### src/rtl/hilo_unit.sv
// HI/LO architectural register file with multi-cycle mult/div latency, interlocks and div-by-zero detect.
// Optional HILO_FWD_EN: forwards same-cycle mthi/mtlo data and the pending result on the commit cycle.
module hilo_unit #(
  parameter int WIDTH   = 32,
  parameter int MUL_LAT = 4,
  parameter int DIV_LAT = 32
) (
  input  logic             clk,
  input  logic             rst_n,
  input  logic             start,
  input  logic             op_div,
  input  logic [WIDTH-1:0] alu_lo,
  input  logic [WIDTH-1:0] alu_hi,
  input  logic             alu_o,
  input  logic             alu_z,
  input  logic             wr_en,
  input  logic             wr_sel,
  input  logic [WIDTH-1:0] wr_data,
  input  logic             rd_req,
  input  logic             rd_sel,
  input  logic             flush,
  output logic [WIDTH-1:0] rd_data,
  output logic             rd_valid,
  output logic             busy,
  output logic             stall,
  output logic             div0_exc
);

  localparam int MAXLAT = (MUL_LAT > DIV_LAT) ? MUL_LAT : DIV_LAT;
  localparam int CW     = (MAXLAT > 1) ? $clog2(MAXLAT) : 1;
  localparam logic [CW-1:0] MUL_CNT = CW'(MUL_LAT - 1);
  localparam logic [CW-1:0] DIV_CNT = CW'(DIV_LAT - 1);

  typedef enum logic {IDLE, BUSY} state_t;

  state_t           state, state_n;
  logic [CW-1:0]    count, count_n;
  logic [WIDTH-1:0] hi, hi_n, lo, lo_n;
  logic [WIDTH-1:0] pend_hi, pend_hi_n, pend_lo, pend_lo_n;
  logic             div0_n;
  logic             last_cycle;

  assign busy       = (state == BUSY);
  assign stall      = busy & (start | rd_req | wr_en);
  assign last_cycle = busy & (count == '0);

  always_ff @(posedge clk) begin
    if (!rst_n) begin
      state    <= IDLE;
      count    <= '0;
      hi       <= '0;
      lo       <= '0;
      pend_hi  <= '0;
      pend_lo  <= '0;
      div0_exc <= 1'b0;
    end else begin
      state    <= state_n;
      count    <= count_n;
      hi       <= hi_n;
      lo       <= lo_n;
      pend_hi  <= pend_hi_n;
      pend_lo  <= pend_lo_n;
      div0_exc <= div0_n;
    end
  end

  always_comb begin
    state_n   = state;
    count_n   = count;
    hi_n      = hi;
    lo_n      = lo;
    pend_hi_n = pend_hi;
    pend_lo_n = pend_lo;
    div0_n    = 1'b0;
    if (flush) begin
      // flush wins even on the commit edge; same-cycle start/write are dropped
      state_n = IDLE;
      count_n = '0;
    end else begin
      unique case (state)
        IDLE: begin
          if (wr_en) begin
            if (wr_sel) hi_n = wr_data;
            else        lo_n = wr_data;
          end
          if (start) begin
            if (op_div && alu_o && alu_z) begin
              div0_n = 1'b1;
            end else begin
              pend_hi_n = alu_hi;
              pend_lo_n = alu_lo;
              count_n   = op_div ? DIV_CNT : MUL_CNT;
              state_n   = BUSY;
            end
          end
        end
        BUSY: begin
          if (last_cycle) begin
            hi_n    = pend_hi;
            lo_n    = pend_lo;
            state_n = IDLE;
          end else begin
            count_n = count - 1'b1;
          end
        end
        default: state_n = IDLE;
      endcase
    end
  end

`ifdef HILO_FWD_EN
  logic commit_now;
  assign commit_now = last_cycle & ~flush;
  assign rd_valid   = rd_req & (~busy | commit_now);

  always_comb begin
    rd_data = rd_sel ? hi : lo;
    if (commit_now)
      rd_data = rd_sel ? pend_hi : pend_lo;
    if (wr_en && !busy && (wr_sel == rd_sel))
      rd_data = wr_data;
  end
`else
  assign rd_valid = rd_req & ~busy;
  assign rd_data  = rd_sel ? hi : lo;
`endif

endmodule
### config.mk
export PLATFORM = sky130hd
export DESIGN_NAME = hilo_unit
export DESIGN_NICKNAME = d
export VERILOG_FILES = /design/src/rtl/hilo_unit.sv
export SDC_FILE = /design/constraint.sdc
export NUM_CORES = 1
export LEC_CHECK = 0
export CAP_MARGIN = 20
export CORE_MARGIN = 2
export CORE_UTILIZATION = 54
export CTS_BUF_LIST = sky130_fd_sc_hd__clkbuf_4 sky130_fd_sc_hd__clkbuf_8 sky130_fd_sc_hd__clkbuf_16
export DETAILED_ROUTE_END_ITERATION = 7
export PLACE_DENSITY_LB_ADDON = 0.05
export SLEW_MARGIN = 0
export SYNTH_ARGS = -nofsm -noshare
export SYNTH_HDL_FRONTEND = slang
export SYNTH_SLANG_ARGS = --single-unit
### constraint.sdc
create_clock -name clk -period 4.07 [get_ports clk]
set_input_delay 0.814 -clock clk [delete_from_list [all_inputs] [get_ports clk]]
set_output_delay 0.814 -clock clk [all_outputs]
set_load 0.03 [all_outputs]
==> summary.md <==
| Metric | Value |
|---|---|
| Status | finished clean |
| Category of the most critical setup path | in -> out |
| Top cells by area in the synthesized netlist | sky130_fd_sc_hd__dfxtp_1, sky130_fd_sc_hd__mux2i_1, sky130_fd_sc_hd__o211a_1 |
| Endpoint required time on the critical path | about 3.3 ns |
| Width of the die | between 100 and 150 um |
| Unrepaired setup endpoints after global routing | no |
| Final hold violations | 0 |
| Highest achievable clock rate | roughly 0.3 GHz |
| Kind of path behind the tightest hold check | reg -> reg |
| Fin nets | between 800 and 900 |
| Mean routed wirelength per cell | around 17 um |
| Floorplan die area | 12200 um^2 |
| Number of clock sinks | 135 |
| Fraction of final layout cells sized beyond drive strength 1 | 0.105 |
| Startpoint of the worst register-to-register path | count[0]$_SDFFE_PP0P_ |
| Count of boundary I/O pins | ~140 |
| Wire length of the first global-routing pass | approximately 25000 um |
| Beginning of the critical path | rd_sel |
| Routed Wire Length | approximately 16000 um |
| Psw | 0.842 mW |
| Synthesis-to-layout area growth | 33.3% |
| H-tree depth | 4 |
| Drc violations | 0 |
| Routed vias | between 5000 and 6000 |
| Number of enable flip-flop cells after synthesis | 0 |
| Combinational fraction of design power | 0.147 |
| Antenna violations before repair | 0 |
| Largest fanout on the critical path | 32 |
| Vias in the first global route | 5176 |
| Pin count of the biggest net entering global routing | 76 |
| Initial drt markers | 386 |
| Standard cell core area | between 10000 and 15000 um^2 |
| Kind of start point of the critical path | input port |
| Critical path endpoint category | output pin |
| Number of warnings reported in the yosys synthesis log | 0 |
| Initial standard-cell utilization of the core | 0.559 |
| Clk Latency, worst-skew pair | slightly above 0.4 ns |
| Worst Reg-to-Reg Cells | 7 |
| Clock tree skew after final layout | a little over 0.005 ns |
| Post-CTS resize count | 0 |
| Clock tree root buffer cell | sky130_fd_sc_hd__clkbuf_16 |
| Hold buffer count at cts | 0 |
| Worst-path clk slew | roughly 0.05 ns |
| Worst r2r dst | hi[5]$_SDFFE_PN0P_ |
| Ratio of total power to cell area | ~440 nW/um^2 |
| Worst Min Path Start | pend_hi[5]$_SDFFE_PN0P_ |
| Placer congestion estimate | 0.813 |
| Final core utilization | 0.745 |
| Data arrival time of the critical path | around 2.5 ns |
| Clock power frac | 0.446 |
| Largest voltage drop on the vdd net | ~0.00041 V |
| Net count of the mapped netlist | around 760 |
| Part of the cycle the worst path needs | 0.820 |
| Switching fraction of total power | 0.236 |
| Reported leakage power | 3.65 nW |
| Post-layout total power | 3.56 mW |
| Post-synthesis cell type with the largest combined area | sky130_fd_sc_hd__dfxtp_1 |
| Commonest cells post-synth | sky130_fd_sc_hd__nand2_1, sky130_fd_sc_hd__dfxtp_1, sky130_fd_sc_hd__mux2i_1, sky130_fd_sc_hd__o211a_1, sky130_fd_sc_hd__a21boi_1 |
| Total count of max-transition violations in the final report | 0 |
| Register share of total power | 0.407 |
| Number of buffers inserted by port buffering | 142 |
| Post-detailed-placement half-perimeter wirelength | just under 10000 um |
| Slew headroom | 0.388 |
| Flop and latch count out of synthesis | 135 |
| Number of setup buffers added after CTS | 0 |
| Minimum period implied by the final worst setup slack | ~3.3 ns |
| Congestion Overflow GR | 0 |
| Share of Yosys cell area claimed by the top area cell type | 0.440 |
| ANT nets after route | 0 |
| Floorplan die height | ~110 um |
| Clock buffers created by TritonCTS | 17 |
| Via count normalized by instance count | 5.73 |
| Count of cell types in the netlist | 36 |
| Number of buffers on the longest clock path | 2 |
| Rows | 38 |
| Number of diodes added for antenna fixing | 0 |
| Cells after Synth | 648 |
| Cell internal power dissipation | around 2.7 mW |
| Pre-Repair DR Iteration Count | 5 |
| Share of flip-flops with an asynchronous set or reset | 0 |
| Worst Hold Path EP | pend_hi[5]$_SDFFE_PN0P_ |
| Max capacitance violation total | 0 |
| Flop-to-flop setup slack | approximately 1.3 ns |
| Most common cell in the netlist | sky130_fd_sc_hd__nand2_1 |
| Clock tree from TritonCTS | done |
| Least-Margin Pin Slew | between 0.9 and 1 ns |
| Average footprint of a synthesized cell | roughly 9.5 um^2 |
| Top flip-flop cell by instance count after synthesis | sky130_fd_sc_hd__dfxtp_1 |
| Total Routing Usage GR | 0.255 |
| Final setup violation count | 0 |
| Area of the mapped netlist | slightly above 6000 um^2 |
| Hold depth | 2 |
| Final setup TNS | 0 ns |
| Post-synthesis sequential area ratio | 0.440 |
through the flow:
step,std cells,cell area [um^2],hold slack (ns),worst slack (ns)
floorplan,648,6140,0.435,1.47
global placement,882,7560,0.441,0.840
detailed placement,882,7560,0.445,0.752
CTS,914,8190,0.453,0.750
global route,914,8190,0.473,0.686
finish,914,8190,0.450,0.733
placed cells by master, fill, tap and decap left out, types with 2 or more instances in the layout:
cell type / instances
sky130_fd_sc_hd__a21oi_1: 4
sky130_fd_sc_hd__bufinv_16: 3
sky130_fd_sc_hd__dfxtp_1: 134
sky130_fd_sc_hd__a211o_1: 2
sky130_fd_sc_hd__xnor2_1: 2
sky130_fd_sc_hd__mux2i_1: 64
sky130_fd_sc_hd__nor2_1: 3
sky130_fd_sc_hd__clkdlybuf4s50_1: 140
sky130_fd_sc_hd__and3_1: 2
sky130_fd_sc_hd__buf_12: 2
sky130_fd_sc_hd__nand2b_1: 2
sky130_fd_sc_hd__nand2_1: 163
sky130_fd_sc_hd__a211oi_1: 2
sky130_fd_sc_hd__clkbuf_4: 2
sky130_fd_sc_hd__buf_4: 8
sky130_fd_sc_hd__nor3_1: 2
sky130_fd_sc_hd__clkbuf_16: 17
sky130_fd_sc_hd__nand3_1: 33
sky130_fd_sc_hd__mux2_2: 32
sky130_fd_sc_hd__o211a_1: 64
sky130_fd_sc_hd__clkbuf_8: 5
sky130_fd_sc_hd__a21boi_1: 45
sky130_fd_sc_hd__a21boi_0: 19
sky130_fd_sc_hd__inv_1: 3
sky130_fd_sc_hd__clkinv_2: 4
worst max path at each step:
stage | end | slack (ns) | depth (start not counted)
detailed placement | rd_data[22] | 0.75 | 3
floorplan | rd_data[10] | 1.47 | 3
global route | rd_data[19] | 0.69 | 3
CTS | rd_data[13] | 0.75 | 3
finish | rd_data[19] | 0.73 | 3
global placement | rd_data[18] | 0.84 | 3
worst max-delay path, cell delays in order:
cell and delay, ns:
sky130_fd_sc_hd__buf_2 0.66, sky130_fd_sc_hd__mux2_2 0.42, sky130_fd_sc_hd__clkdlybuf4s50_1 0.60
routing by layer:
layer	wire length (um)	GRT usage	vias up
met1	6710	0.314	2555
li1	-	-	2500
met2	8020	0.443	160
met4	261	0.0950	0
met3	803	0.0514	20
met5	0	0	-
final cells by class:
class	count	area [um^2]
Clock buffer	24	509
Sequential cell	135	2710
Fill cell	827	2800
Clock inverter	8	118
Timing Repair Buffer	151	1510
Tap cell	140	175
Multi-Input combinational cell	453	3160
Inverter	3	11.3
logic make-up after synthesis:
logic type / synth area share
simple gates: 0.142
fa+ha+maj: 0.00204
flops: 0.440
mux: 0.163
xor+xnor: 0.00285
buf+inv: 0.0481
compound gates: 0.202
power groups by stage:
stage               clock (mW)  combinational [mW]  sequential (mW)
global route              1.68               0.563             1.46
detailed placement           0               0.521             1.48
finish                    1.59               0.525             1.45
global placement             0               0.508             1.48
CTS                       1.61               0.527             1.45
floorplan                    0               0.318             1.46
registers in the layout, indices dropped and copies added, names as in the netlist:
name / cells
busy: 1
count: 5
div0_exc: 1
hi: 32
lo: 32
pend_hi: 32
pend_lo: 32
Power figures use the tool's default switching activity.
